File: config.mk
export PLATFORM = sky130hd
export DESIGN_NAME = vip_playback_src
export DESIGN_NICKNAME = d
export VERILOG_FILES = /design/src/rtl/vip_playback_src.sv
export SDC_FILE = /design/constraint.sdc
export NUM_CORES = 2
export LEC_CHECK = 0
export ABC_CLOCK_PERIOD_IN_PS = 3800
export CAP_MARGIN = 20
export CORE_AREA = 2 2 509 511
export DETAILED_ROUTE_END_ITERATION = 6
export DIE_AREA = 0 0 511 513
export MAX_ROUTING_LAYER = met4
export PLACE_DENSITY = 0.79
export SLEW_MARGIN = 20
export SYNTH_ARGS = -nofsm -noshare
export SYNTH_HDL_FRONTEND = slang
export SYNTH_SLANG_ARGS = --single-unit
File: constraint.sdc
create_clock -name clk -period 3.8 [get_ports clk]
set_input_delay 1.14 -clock clk [delete_from_list [all_inputs] [get_ports clk]]
set_output_delay 1.14 -clock clk [all_outputs]
set_load 0.03 [all_outputs]
File: src/rtl/vip_playback_src.sv
// AXI-Stream playback source: replays a host-loaded sample RAM in address order.
// Define VIP_PLAYBACK_LOOP_EN for endless replay; otherwise a single pass ends in DONE.
module vip_playback_src #(
  parameter int SAMP        = 256,
  parameter int TDATA_WIDTH = 16,
  parameter int FRAME_LEN   = 32
) (
  input  logic                    clk,
  input  logic                    rstn,
  input  logic                    wr_en,
  input  logic [$clog2(SAMP)-1:0] wr_addr,
  input  logic [TDATA_WIDTH-1:0]  wr_data,
  input  logic                    start,
  output logic [TDATA_WIDTH-1:0]  m_axis_tdata,
  output logic                    m_axis_tvalid,
  input  logic                    m_axis_tready,
  output logic                    m_axis_tlast,
  output logic                    busy,
  output logic                    done,
  output logic                    wr_err,
  output logic [$clog2(SAMP):0]   xfer_count
);
  localparam int AW = $clog2(SAMP);
  localparam int CW = AW + 1;
  localparam int FW = (FRAME_LEN > 1) ? $clog2(FRAME_LEN) : 1;
  localparam logic [CW-1:0] LAST_XFER  = CW'(SAMP - 1);
  localparam logic [FW-1:0] LAST_FRAME = FW'(FRAME_LEN - 1);
`ifndef VIP_PLAYBACK_LOOP_EN
  localparam logic [AW-1:0] LAST_ADDR  = AW'(SAMP - 1);
`endif

  generate
    if ((SAMP < 2) || ((SAMP & (SAMP - 1)) != 0)) begin : g_bad_samp
      $error("vip_playback_src: SAMP must be a power of two >= 2");
    end
    if ((SAMP % FRAME_LEN) != 0) begin : g_bad_frame
      $error("vip_playback_src: SAMP must be a multiple of FRAME_LEN");
    end
  endgenerate

  typedef enum logic [1:0] {S_IDLE, S_PRIME, S_STREAM, S_DONE} state_t;

  state_t                 state_reg, state_next;
  logic                   load_ok;
  logic [TDATA_WIDTH-1:0] ram [SAMP];
  logic [TDATA_WIDTH-1:0] ram_q;
  logic [AW-1:0]          rd_ptr_reg;
  logic                   rd_pend_reg;
  logic                   rd_done_reg;
  logic [TDATA_WIDTH-1:0] out_data_reg, skid_data_reg;
  logic                   out_v_reg, skid_v_reg;
  logic [FW-1:0]          frame_cnt_reg;
  logic [CW-1:0]          xfer_cnt_reg;
  logic                   wr_err_reg;
  logic                   pop, rd_issue, at_last_xfer, start_ok;
  logic [1:0]             occ;

  // occ counts buffered samples plus the read in flight; it never exceeds the two skid slots.
  assign pop          = out_v_reg && m_axis_tready;
  assign occ          = {1'b0, out_v_reg} + {1'b0, skid_v_reg} + {1'b0, rd_pend_reg};
  assign rd_issue     = busy && !rd_done_reg && ((occ < 2'd2) || pop);
  assign at_last_xfer = (xfer_cnt_reg == LAST_XFER);
  assign start_ok     = start && load_ok;

  always_ff @(posedge clk or negedge rstn) begin
    if (!rstn) state_reg <= S_IDLE;
    else       state_reg <= state_next;
  end

  always_comb begin
    state_next = state_reg;
    case (state_reg)
      S_IDLE:   if (start) state_next = S_PRIME;
      S_PRIME:  if (rd_ptr_reg == AW'(1)) state_next = S_STREAM;
      S_STREAM: begin
`ifndef VIP_PLAYBACK_LOOP_EN
        if (pop && at_last_xfer) state_next = S_DONE;
`endif
      end
      S_DONE:   if (start) state_next = S_PRIME;
      default:  state_next = S_IDLE;
    endcase
  end

  always_comb begin
    busy    = 1'b0;
    done    = 1'b0;
    load_ok = 1'b0;
    case (state_reg)
      S_IDLE:   load_ok = 1'b1;
      S_PRIME:  busy    = 1'b1;
      S_STREAM: busy    = 1'b1;
      S_DONE:   begin done = 1'b1; load_ok = 1'b1; end
      default:  load_ok = 1'b0;
    endcase
  end

  always_ff @(posedge clk) begin
    if (wr_en && load_ok) ram[wr_addr] <= wr_data;
    if (rd_issue)         ram_q <= ram[rd_ptr_reg];
  end

  always_ff @(posedge clk or negedge rstn) begin
    if (!rstn) begin
      rd_ptr_reg    <= '0;
      rd_pend_reg   <= 1'b0;
      rd_done_reg   <= 1'b0;
      out_data_reg  <= '0;
      out_v_reg     <= 1'b0;
      skid_data_reg <= '0;
      skid_v_reg    <= 1'b0;
      frame_cnt_reg <= '0;
      xfer_cnt_reg  <= '0;
      wr_err_reg    <= 1'b0;
    end else begin
      wr_err_reg  <= wr_en && busy;
      rd_pend_reg <= rd_issue;
      if (start_ok) begin
        rd_ptr_reg    <= '0;
        rd_done_reg   <= 1'b0;
        frame_cnt_reg <= '0;
        xfer_cnt_reg  <= '0;
      end else begin
        if (rd_issue) begin
          rd_ptr_reg <= rd_ptr_reg + AW'(1);
`ifndef VIP_PLAYBACK_LOOP_EN
          if (rd_ptr_reg == LAST_ADDR) rd_done_reg <= 1'b1;
`endif
        end
        if (pop) begin
          frame_cnt_reg <= (frame_cnt_reg == LAST_FRAME) ? '0 : frame_cnt_reg + FW'(1);
`ifdef VIP_PLAYBACK_LOOP_EN
          xfer_cnt_reg  <= at_last_xfer ? '0 : xfer_cnt_reg + CW'(1);
`else
          xfer_cnt_reg  <= xfer_cnt_reg + CW'(1);
`endif
        end
      end
      // Oldest sample first: output register, then skid slot, then the landing RAM word.
      if (!out_v_reg || pop) begin
        if (skid_v_reg) begin
          out_data_reg <= skid_data_reg;
          out_v_reg    <= 1'b1;
          skid_v_reg   <= rd_pend_reg;
          if (rd_pend_reg) skid_data_reg <= ram_q;
        end else begin
          out_v_reg <= rd_pend_reg;
          if (rd_pend_reg) out_data_reg <= ram_q;
        end
      end else if (rd_pend_reg) begin
        skid_data_reg <= ram_q;
        skid_v_reg    <= 1'b1;
      end
    end
  end

  assign m_axis_tdata  = out_data_reg;
  assign m_axis_tvalid = out_v_reg;
  assign m_axis_tlast  = out_v_reg && (frame_cnt_reg == LAST_FRAME);
  assign wr_err        = wr_err_reg;
  assign xfer_count    = xfer_cnt_reg;
endmodule

---- After elaboration in Yosys (flattened, before gate mapping) ----
Memories as Yosys holds them, arrays and structs flattened. A register that Yosys moved wholly into a read port is not among the register bits.
Index checks and enable logic that the tools add are counted.
word-level totals
  logic and storage cells ................. 80
  bits in registers ....................... 61
  bits in writable memories ............... 4,096
  memories kept ........................... 1
  output and inout bits ................... 30
operators by class
  add/sub/neg operators ................... 5
  reduce and logical (&&, ||, !) cells .... 23
  $lt $le $gt $ge ......................... 1
  equality and inequality tests ........... 11
  mux-type cells .......................... 28
memories
  name  depth  width  rd ports  clocked after Yosys merged registers in  write ports  RTL line  source
  ram   256    16     1         1                                        1            45        logic [TDATA_WIDTH-1:0] ram [SAMP];
operator list
  operator                                             count
  two-way mux 16 bit                                   5
  two-way mux 9 bit                                    2
  two-way mux 8 bit                                    2
  two-way mux 5 bit                                    3
  two-way mux 1 bit                                    12
  nonzero test 2 bit                                   5
  adder 9 x 1 -> 9 bit, second input constant          1
  equality test 9 x 8 -> 1 bit, second input constant  1
  adder 8 x 1 -> 8 bit, second input constant          1
  equality test 8 x 1 -> 1 bit, second input constant  1
  equality test 8 bit, second input constant           1
  logical AND 1 bit                                    8
  two-way mux 2 bit                                    3
  != test 2 bit, second input constant                 3
  one-hot mux 2 bit (3 select lines)                   1
  adder 5 x 1 -> 5 bit, second input constant          1
  equality test 5 bit, second input constant           1
  equality test 2 bit, second input constant           2
  AND reduction 2 bit                                  2
  OR reduction 2 bit                                   2
  AND reduction 3 bit                                  1
  adder 1 x 1 -> 2 bit                                 1
  adder 2 x 1 -> 2 bit                                 1
  equality test 2 x 1 -> 1 bit, second input constant  1
  5 further kinds                                      7

---- Logic depth before layout (Yosys ltp) ----
  depth in word-level cells ............... 7
  depth in mapped cells ................... 12

---- Least setup slack after synthesis ----
No wires, ideal clock.
  path kind ............................... in2reg
  from .................................... input m_axis_tready
  to ...................................... register rd_ptr_reg[7]
  setup time .............................. 0.132 ns
  arrival time ............................ 3.650 ns
  data required time ...................... 3.668 ns
  buffers on the path ..................... 0
  slack ................................... 0.018 ns
  cell stages on the path ................. 6
  path through ............................ nand2_1 > a211oi_1 > and3_1 > nand4_1 > xnor2_1 > nor2_1
between the ends
  word-level cells in the longest chain between the ends .. 4
ends and longest elaborated chain
  item                                 RTL line  source
  start: declaration                   16        input logic m_axis_tready,
  logical AND 1 bit                    59        assign pop = out_v_reg && m_axis_tready;
  logical OR 1 bit                     61        assign rd_issue = busy && !rd_done_reg && ((occ < 2'd2) || pop);
  logical AND 1 bit                    61
  named net rd_issue                   55        logic pop, rd_issue, at_last_xfer, start_ok;
  nonzero test 2 bit (no source line)  -
  end signal: assignment               125       rd_ptr_reg <= rd_ptr_reg + AW'(1);
  end: declaration                     47        logic [AW-1:0] rd_ptr_reg;
The timed path passes the listed nets, and every way through them passes these cells.
A chain may end at the register's enable or synchronous reset.

==> run summary <==
Number of filler instances in the final layout: 13000
Synthesis Warnings: 0
Total of hold buffers inserted after clock tree synthesis: 0
Total wirelength of the detailed-routed design: 489000 um
Maximum buffer depth of the clock tree: 4
Initial antenna violation count: 24
Flip-flop count of the largest register after layout: 4096
Ports: 59
Final count of hold timing violations: 0
Area growth syn-to-layout: 16.5%
Clock tree from TritonCTS: done
Highest fanout seen on the critical path: 35
Worst Tran Pin Value: 1.26 ns
Clock Pin Slew Worst Setup and Hold Paths: 0.07 ns
Async S/R FF share, synth: 0.0146
Clock insertion delay at the later pin of the skew report: 1.02 ns
Layout cell share with drive strength beyond 1: 0.289
Power density over the cells: 655 mW/mm^2
Number of H-tree branching levels: 5
Post-synthesis average cell area: 21.5 sq um
Max Clock Skew: 0.0661 ns
PortBufs: 58
Top flip-flop cell by instance count after synthesis: sky130_fd_sc_hd__edfxtp_1
Cell taking the most area after synthesis: sky130_fd_sc_hd__edfxtp_1
Run status: finished, violations left
Core area: 0.256 sq mm
Number of setup violations in the final report: 11
Number of synthesized flops with an enable pin: 4112
Global-route wire length before repair: 679000 um
Master cell of the clock root buffer: sky130_fd_sc_hd__clkbuf_16
Iteration-0 DRC count of the detailed router: 18200
Final critical delay including setup and external delays: 3.93 ns
Average vias per placed instance: 7.47
Nets@finish: 8391
PnR worst setup slack: -0.127 ns
Post-detailed-route count of antenna-violating nets: 0
Total negative slack for setup checks: -0.515 ns
Count of mapped cells out of synthesis: 7467
Multi-input logic area: 0.0334 sq mm
Sequential-to-total area share from yosys stat: 0.778
Setup crit end kind: flip-flop
Type of origin of the critical path: flip-flop
Highest Clock Rate: 255 MHz
Number of detailed-route iterations in the first pass: 7
Remaining routing DRC violations: 1
Share of the synthesized area in the top cell type: 0.769
Arrival time worst endpoint: 4.63 ns
Total power: 123 mW
Total track usage: 0.384
Number of max-cap violations: 0
Final global-route overflow total: 0
Class of the tightest hold or removal check: in -> async
Syn_nets: 7507
Die Span Y: 513 um
Fin crit share: 1.03
Number of cell rows: 186
HPWL after detailed placement: 281000 um
Vias in the first global route: 88200
Initial core utilization: 0.627
Vias post-DR: 90400
Maximum resistive drop on vdd: 0.000769 V
Overall die width: 511 um
Synth Cell Area: 0.161 sq mm
Placer's final routability congestion estimate: 0.943
Register ranked first by flip-flop count: ram
Synth top area cells: sky130_fd_sc_hd__edfxtp_1 (77%), sky130_fd_sc_hd__mux4_2 (12%), sky130_fd_sc_hd__mux2i_1 (2.5%)
Static leakage power: 60.0 nW
Type of the worst setup path: reg -> reg
Total Die Area: 0.262 sq mm
Number of sinks handled by clock tree synthesis: 4173
Synthesized flop and latch total: 4173
Number of CTS-inserted buffers: 402
Worst EP required: 4.50 ns
Violations in the final reports: design-rule violations, negative setup slack
Sequential cell area: 0.125 sq mm
Count of distinct cell types in the synthesized netlist: 80
Maximum number of pins on one net before global-route repair: 110
WL/cell: 40.4 um
Worst-case headroom to the max-slew limit: 0.153
Most frequent cells after synthesis: sky130_fd_sc_hd__edfxtp_1 (4112), sky130_fd_sc_hd__mux4_2 (860), sky130_fd_sc_hd__mux2i_1 (398)
Final Max Tran Viols: 0
Dominant cell by count in the synthesized netlist: sky130_fd_sc_hd__edfxtp_1
==> kinds of logic after synthesis <==
| group | share of synthesized area |
|---|---|
| DFF | 0.778 |
| muxes | 0.150 |
| AOI/OAI and AO/OA | 0.0374 |
| and+or+nand+nor | 0.0173 |
| buffers and inverters | 0.0158 |
| xor gates and xnor gates | 0.000654 |
| adders and majority gates | 0.000919 |
==> placed cells by master (no fill, tap or decap), types with 78 or more instances in the layout <==
| cell type | n |
|---|---|
| sky130_fd_sc_hd__a21oi_1 | 134 |
| sky130_fd_sc_hd__clkinv_1 | 91 |
| sky130_fd_sc_hd__nor2_1 | 292 |
| sky130_fd_sc_hd__nand2_1 | 113 |
| sky130_fd_sc_hd__clkbuf_16 | 406 |
| sky130_fd_sc_hd__mux2i_1 | 395 |
| sky130_fd_sc_hd__a221oi_1 | 78 |
| sky130_fd_sc_hd__o21ai_0 | 88 |
| sky130_fd_sc_hd__buf_4 | 561 |
| sky130_fd_sc_hd__buf_12 | 308 |
| sky130_fd_sc_hd__mux4_2 | 860 |
| sky130_fd_sc_hd__a22oi_1 | 208 |
| sky130_fd_sc_hd__edfxtp_1 | 4112 |
==> through the flow <==
| step | instance area, sq um | hold slack [ns] | utilization | instances | worst slack [ns] |
|---|---|---|---|---|---|
| detailed placement | 174000 | 0.494 | 0.677 | 11300 | -0.407 |
| floorplan | 161000 | 0.464 | - | 7467 | 0.0179 |
| CTS | 187000 | 0.113 | 0.730 | 12100 | -0.102 |
| global route | 187000 | 0.166 | 0.731 | 12100 | -0.0361 |
| global placement | 174000 | 0.487 | 0.677 | 11300 | -0.424 |
| finish | 187000 | 0.152 | 0.731 | 12100 | -0.127 |
==> timing repair <==
action / CTS / global route
cloned: 0 / 1
gates resized for setup: 15 / 19
pin swaps: 1 / 1
endpoints found under the setup margin: 13 / 12
buffers inserted: 4 / 2
hold endpoints to repair: 0 / 0
==> power by group <==
group	total [mW]	internal, mW	switching [mW]
sequential	51.7	51.1	0.635
combinational	29.8	12.9	17.0
clock	41.0	23.7	17.3
==> final timing paths <==
kind | cells after the start | slack [ns] | from | endpoint
worst max-delay path | 9 | -0.13 | rd_ptr_reg[1]$_DFFE_PN0P_ | ram_q[7]$_DFFE_PP_
worst max register to register | 9 | -0.13 | rd_ptr_reg[1]$_DFFE_PN0P_ | ram_q[7]$_DFFE_PP_
worst min-delay path | 1 | 0.15 | rstn | m_axis_tdata[3]$_DFFE_PN0P_
max in group asynchronous | 2 | 2.84 | rstn | xfer_count[6]$_DFFE_PN0P_
worst min register to register | 1 | 0.51 | skid_data_reg[6]$_DFFE_PN0P_ | skid_data_reg[6]$_DFFE_PN0P_
min in group clk | 1 | 0.40 | wr_data[4] | ram[237][4]$_DFFE_PP_
==> critical path: stages (launching register included) <==
cell and delay, ns:
sky130_fd_sc_hd__dfrtp_4 0.54, sky130_fd_sc_hd__buf_12 0.26, sky130_fd_sc_hd__buf_12 0.25, sky130_fd_sc_hd__mux2i_2 0.45
sky130_fd_sc_hd__o221ai_1 0.40, sky130_fd_sc_hd__a21oi_1 0.50, sky130_fd_sc_hd__a22oi_2 0.29, sky130_fd_sc_hd__a2111oi_1 0.53
sky130_fd_sc_hd__buf_4 0.24, sky130_fd_sc_hd__a211oi_1 0.07
==> layout make-up <==
class                   instances  area share
well taps                    3384      0.0226
flip-flops and latches       4173       0.668
inverters                      12    0.000281
diodes                         45    0.000601
clock inverters               270      0.0159
repair buffers                930      0.0590
multi-input cells            2832       0.179
clock buffers                 454      0.0552
==> layer usage <==
| layer | part of all wire | wire length (um) | track usage |
|---|---|---|---|
| met5 | 0 | 0 | - |
| met4 | 0.067 | 32600 | 0.207 |
| met3 | 0.16 | 78000 | 0.129 |
| met2 | 0.46 | 222000 | 0.555 |
| met1 | 0.32 | 156000 | 0.485 |
(Power assumes the default switching activity.)
